### src/rtl/branch_ctrl_pkg.sv
// Shared types and constants for the EX-stage branch resolution controller.
// Holds the controller state enum, RV32I branch condition codes and the PC step.
package branch_ctrl_pkg;

   typedef enum logic [1:0] {
      ST_IDLE,
      ST_EVAL,
      ST_REDIRECT,
      ST_FLUSH
   } state_t;

   localparam logic [2:0] COND_EQ  = 3'd0;
   localparam logic [2:0] COND_NE  = 3'd1;
   localparam logic [2:0] COND_LT  = 3'd2;
   localparam logic [2:0] COND_GE  = 3'd3;
   localparam logic [2:0] COND_LTU = 3'd4;
   localparam logic [2:0] COND_GEU = 3'd5;

   localparam logic [31:0] PC_INC = 32'd4;

endpackage

### src/rtl/branch_cond_eval.sv
// Combinational RV32I branch condition evaluator.
// Computes all six relations once and selects by cond; codes 6/7 flag illegal.
module branch_cond_eval
   import branch_ctrl_pkg::*;
(
   input  logic [2:0]  cond,
   input  logic [31:0] a,
   input  logic [31:0] b,
   output logic        taken,
   output logic        illegal
);

   logic rel_eq;
   logic rel_lt;
   logic rel_ltu;

   assign rel_eq  = (a == b);
   assign rel_lt  = ($signed(a) < $signed(b));
   assign rel_ltu = (a < b);

   always_comb begin
      // NOTE: defaults first, so every path assigns every output and no latch is inferred.
      taken   = 1'b0;
      illegal = 1'b0;
      case (cond)
         COND_EQ:  taken = rel_eq;
         COND_NE:  taken = !rel_eq;
         COND_LT:  taken = rel_lt;
         COND_GE:  taken = !rel_lt;
         COND_LTU: taken = rel_ltu;
         COND_GEU: taken = !rel_ltu;
         default:  illegal = 1'b1;
      endcase
   end

endmodule

### src/rtl/branch_resolve_ctrl.sv
// EX-stage branch/jump resolver: evaluate, compare with prediction, redirect and flush.
// Optional statistics counters are built only when BRANCH_STATS_EN is defined.
module branch_resolve_ctrl
   import branch_ctrl_pkg::*;
#(
   parameter int unsigned FLUSH_CYCLES = 2,
   parameter int unsigned CNT_W        = 32
) (
   input  logic             clk,
   input  logic             rst,
   input  logic             br_valid,
   output logic             br_ready,
   input  logic [2:0]       br_cond,
   input  logic             br_is_jump,
   input  logic [31:0]      br_rs1,
   input  logic [31:0]      br_rs2,
   input  logic [31:0]      br_pc,
   input  logic [31:0]      br_offset,
   input  logic             br_pred_taken,
   output logic             res_valid,
   output logic             res_taken,
   output logic             res_mispredict,
   output logic             res_illegal,
   output logic             redirect_valid,
   input  logic             redirect_ready,
   output logic [31:0]      redirect_pc,
   output logic             flush,
   output logic             stall,
   output logic [CNT_W-1:0] stat_branches,
   output logic [CNT_W-1:0] stat_mispredicts
);

   localparam logic [3:0] FLUSH_LOAD = 4'(FLUSH_CYCLES);

   state_t      state;
   state_t      state_nxt;

   logic [2:0]  q_cond;
   logic        q_jump;
   logic [31:0] q_rs1;
   logic [31:0] q_rs2;
   logic [31:0] q_pc;
   logic [31:0] q_offset;
   logic        q_pred;
   logic [3:0]  flush_cnt;

   logic        eval_taken;
   logic        eval_illegal;
   logic        taken;
   logic        illegal;
   logic        mispredict;
   logic [31:0] target;
   logic [31:0] fallthrough;

   branch_cond_eval u_cond_eval (
      .cond    (q_cond),
      .a       (q_rs1),
      .b       (q_rs2),
      .taken   (eval_taken),
      .illegal (eval_illegal)
   );

   // Jumps override the condition; an illegal code only matters for real branches.
   assign taken       = q_jump | eval_taken;
   assign illegal     = !q_jump & eval_illegal;
   assign mispredict  = taken ^ q_pred;
   assign target      = q_pc + q_offset;
   assign fallthrough = q_pc + PC_INC;

   always_ff @(posedge clk) begin
      // NOTE: sequential state uses non-blocking assignments so every register sees pre-edge values.
      if (rst) state <= ST_IDLE;
      else     state <= state_nxt;
   end

   // NOTE: capture registers are pure datapath, only read after a load, so they carry no reset.
   always_ff @(posedge clk) begin
      if (state == ST_IDLE && br_valid) begin
         q_cond   <= br_cond;
         q_jump   <= br_is_jump;
         q_rs1    <= br_rs1;
         q_rs2    <= br_rs2;
         q_pc     <= br_pc;
         q_offset <= br_offset;
         q_pred   <= br_pred_taken;
      end
   end

   always_ff @(posedge clk) begin
      if (rst) begin
         redirect_pc <= '0;
         flush_cnt   <= '0;
      end else begin
         if (state == ST_EVAL) redirect_pc <= taken ? target : fallthrough;
         if (state == ST_REDIRECT && redirect_ready) flush_cnt <= FLUSH_LOAD;
         else if (state == ST_FLUSH)                 flush_cnt <= flush_cnt - 4'd1;
      end
   end

   always_comb begin
      state_nxt      = state;
      br_ready       = 1'b0;
      res_valid      = 1'b0;
      res_taken      = 1'b0;
      res_mispredict = 1'b0;
      res_illegal    = 1'b0;
      redirect_valid = 1'b0;
      flush          = 1'b0;
      case (state)
         ST_IDLE: begin
            br_ready = 1'b1;
            if (br_valid) state_nxt = ST_EVAL;
         end
         ST_EVAL: begin
            res_valid      = 1'b1;
            res_taken      = taken;
            res_mispredict = mispredict;
            res_illegal    = illegal;
            state_nxt      = mispredict ? ST_REDIRECT : ST_IDLE;
         end
         ST_REDIRECT: begin
            redirect_valid = 1'b1;
            if (redirect_ready) state_nxt = ST_FLUSH;
         end
         ST_FLUSH: begin
            flush = 1'b1;
            if (flush_cnt == 4'd1) state_nxt = ST_IDLE;
         end
         default: state_nxt = ST_IDLE;
      endcase
   end

   assign stall = !br_ready;

`ifdef BRANCH_STATS_EN
   always_ff @(posedge clk) begin
      if (rst) begin
         stat_branches    <= '0;
         stat_mispredicts <= '0;
      end else if (res_valid) begin
         stat_branches <= stat_branches + CNT_W'(1);
         if (res_mispredict) stat_mispredicts <= stat_mispredicts + CNT_W'(1);
      end
   end
`else
   assign stat_branches    = '0;
   assign stat_mispredicts = '0;
`endif

endmodule
### config.mk
export PLATFORM = sky130hd
export DESIGN_NAME = branch_resolve_ctrl
export DESIGN_NICKNAME = d
export VERILOG_FILES = /design/src/rtl/branch_ctrl_pkg.sv /design/src/rtl/branch_cond_eval.sv /design/src/rtl/branch_resolve_ctrl.sv
export SDC_FILE = /design/constraint.sdc
export NUM_CORES = 1
export LEC_CHECK = 0
export CORE_ASPECT_RATIO = 1.5
export CORE_UTILIZATION = 54
export DETAILED_ROUTE_END_ITERATION = 8
export PLACE_DENSITY = 0.85
export SYNTH_ARGS = -nofsm -noshare
export SYNTH_HDL_FRONTEND = slang
export SYNTH_SLANG_ARGS = --single-unit
### constraint.sdc
create_clock -name clk -period 11.1 [get_ports clk]
set_input_delay 2.22 -clock clk [delete_from_list [all_inputs] [get_ports clk]]
set_output_delay 2.22 -clock clk [all_outputs]
set_load 0.05 [all_outputs]
==> flow_summary.json <==
{
  "status": "completed",
  "worstSetupEndpointType": "output pin",
  "antenna_found_initial": 0,
  "min_path_cells": 2,
  "p_per_area_mw_per_mm2": 163,
  "syn_inst": 923,
  "io_pins": 241,
  "rsz0062_at_grt": "no",
  "switching_share": 0.323,
  "pwr-share-comb": 0.274,
  "die_h_um": 168,
  "multi_input_area_mm2": 0.00445,
  "r2r-end": "redirect_pc[23]",
  "crit_fanout": 27,
  "area_growth_pct": 22.9,
  "numClockSinks": 171,
  "dp_hpwl_um": 17300,
  "clk_latency_ps": 420,
  "finalHoldViolCount": 0,
  "ys.flop_type": "edfxtp_1",
  "yosysMostFrequentCell": "edfxtp_1",
  "drtIter0Drc": 499,
  "criticalPathCategory": "flip-flop to output pin",
  "grt_max_degree": 97,
  "peakVddDrop_uv": 111,
  "internal-power_w": 0.00134,
  "drt_wl_total_um": 22700,
  "setup_violations": 0,
  "tns_ps": 0,
  "gp_congestion": 0.895,
  "clk_pin_slew_worst_paths_ps": 70,
  "ys_ff_latch": 171,
  "routedWlPerCell_um": 17.2,
  "fin_worst_skew_ps": 11.7,
  "diodes": 0,
  "synth_edf_count": 133,
  "post_dp_cell_area_mm2": 0.0115,
  "p_total_w": 0.00198,
  "via_count": 7543,
  "cts_buffers": 17,
  "vias_per_cell": 5.72,
  "grt_pass1_vias": 7295,
  "rows": 60,
  "min_delay_worst_endpoint": "redirect_pc[27]",
  "r2r_cells": 9,
  "post-route-period-util": 0.568,
  "drive_gt1_frac": 0.0554,
  "layout_min_cycle_time_ps": 6310,
  "drv_slew": 0,
  "overflow": 0,
  "p_clk_frac": 0.322,
  "r2r-start": "q_pc[4]",
  "design_area_mm2": 0.0121,
  "p_leak_nw": 4.66,
  "drc": 0,
  "fillers": 1380,
  "worst-slew-pin-transition_ps": 1220,
  "ctsHoldBuffers": 0,
  "avgSynthCellArea_um2": 10.7,
  "ys_seq_area_frac": 0.481,
  "worstPathArrival_ps": 4090,
  "synth_async_sr_flop_share": 0,
  "pwr-share-seq": 0.405,
  "ff_latch_area_mm2": 0.00475,
  "drtPass1Iterations": 4,
  "grt_first_pass_wirelength_um": 35900,
  "grt.total_usage": 0.247,
  "start_util": 0.551,
  "min_path_type": "flip-flop to flip-flop",
  "die_w_um": 112,
  "root_buffer": "clkbuf_16",
  "synthDistinctLibCells": 79,
  "stdcell_count": 1318,
  "power_switching_w": 0.000641,
  "cp-start-kind": "flip-flop",
  "reg2reg_slack_ps": 7730,
  "dp_cells": 1287,
  "core_area_mm2": 0.0179,
  "ant_nets": 0,
  "postCtsSetupBuffers": 0,
  "max-cap-violations": 0,
  "cts.path.max_buffers": 2,
  "syn-cell-area_mm2": 0.00988,
  "cts-resized-gates": 0,
  "synth_largest_area_cell": "edfxtp_1",
  "synth_common_cells": "edfxtp_1, buf_4, ha_1",
  "fmax_mhz": 159,
  "cts_tree": "built",
  "synth_area_leaders": "edfxtp_1, ha_1, dfxtp_1",
  "min-delay-start": "redirect_pc[27]",
  "portBuffers": 176,
  "netlist.area_leader.share": 0.404,
  "required_ps": 8880,
  "yosysWarnings": 0,
  "fin_nets": 1293,
  "dieArea_mm2": 0.0189,
  "htree_levels": 4,
  "slew_headroom": 0.189
}
logic make-up after synthesis:
family / after synthesis / share of synthesized area
other: 1 / 0.000379
muxes: 1 / 0.00101
xor gates and xnor gates: 44 / 0.0390
buffers and inverters: 157 / 0.0927
AOI/OAI and AO/OA: 210 / 0.157
DFF: 171 / 0.481
and+or+nand+nor: 272 / 0.143
adders and majority gates: 67 / 0.0856
worst max-delay path by stage:
| stage | from | endpoint | slack [ps] |
|---|---|---|---|
| 4_1_cts | q_rs1[14] | res_mispredict | 4780 |
| 3_3_place_gp | q_rs1[14] | res_mispredict | 5380 |
| 2_1_floorplan | br_valid | q_cond[0] | 5310 |
| 5_1_grt | q_rs1[25] | res_mispredict | 4500 |
| 6_report | q_rs1[13] | res_mispredict | 4790 |
| 3_5_place_dp | q_rs1[14] | res_mispredict | 5240 |
registers in the layout, summed over array words and instances, names as in the netlist, named ones only:
signal / count
flush_cnt: 4
q_cond: 3
q_jump: 1
q_offset: 32
q_pc: 32
q_pred: 1
q_rs1: 32
q_rs2: 32
redirect_pc: 32
state: 1
worst max-delay path, stage by stage, from the launching register on:
cell and delay [ps]:
edfxtp_1 380, ha_1 340, nand4_1 170, nor4_2 450
a21boi_2 240, o31a_4 180, mux2i_1 280, o21a_1 180
buf_4 310, nor4_1 80, nor3_1 210, clkdlybuf4s50_1 830
area by class of cell:
type | instances | share of cell area
Tap cell | 217 | 0.0224
Inverter | 56 | 0.0173
Sequential cell | 171 | 0.391
Timing Repair Buffer | 185 | 0.151
Clock buffer | 17 | 0.0350
Multi-Input combinational cell | 658 | 0.366
Clock inverter | 14 | 0.0169
cell usage in the layout (no fill, tap or decap), drive strengths merged, types with 18 or more instances in the layout:
cell type / netlist / routed
dfxtp: 38 / 38
ha: 66 / 66
nand3: 44 / 44
clkdlybuf4s50: 0 / 176
o21ai: 25 / 25
inv: 55 / 61
xor2: 21 / 21
conb: 1 / 64
edfxtp: 133 / 133
xnor2: 23 / 23
a21oi: 38 / 38
nor2: 62 / 62
a311oi: 18 / 18
nand2: 53 / 53
nand4: 24 / 24
routing by layer:
metal / vias to the layer above / GRT usage / part of all wire
li1: 3678 / - / -
met1: 3526 / 0.265 / 0.37
met2: 308 / 0.457 / 0.53
met3: 31 / 0.0644 / 0.072
met4: 0 / 0.0957 / 0.024
met5: - / 0 / 0
power groups by stage:
stage               clock, W  sequential, W  combinational [W]
CTS                 0.000647       0.000802           0.000541
global route        0.000671       0.000808           0.000589
floorplan                  0       0.000857           0.000355
detailed placement         0       0.000816           0.000539
finish              0.000638       0.000802           0.000542
global placement           0       0.000814           0.000532
metrics by stage:
| step | worst slack [ps] | hold WS [ps] | utilization |
|---|---|---|---|
| detailed placement | 5240 | 475 | 0.642 |
| CTS | 4780 | 495 | 0.677 |
| global route | 4500 | 528 | 0.677 |
| finish | 4790 | 498 | 0.677 |
| floorplan | 5310 | 489 | - |
| global placement | 5380 | 450 | 0.642 |
Power figures use the tool's default switching activity.
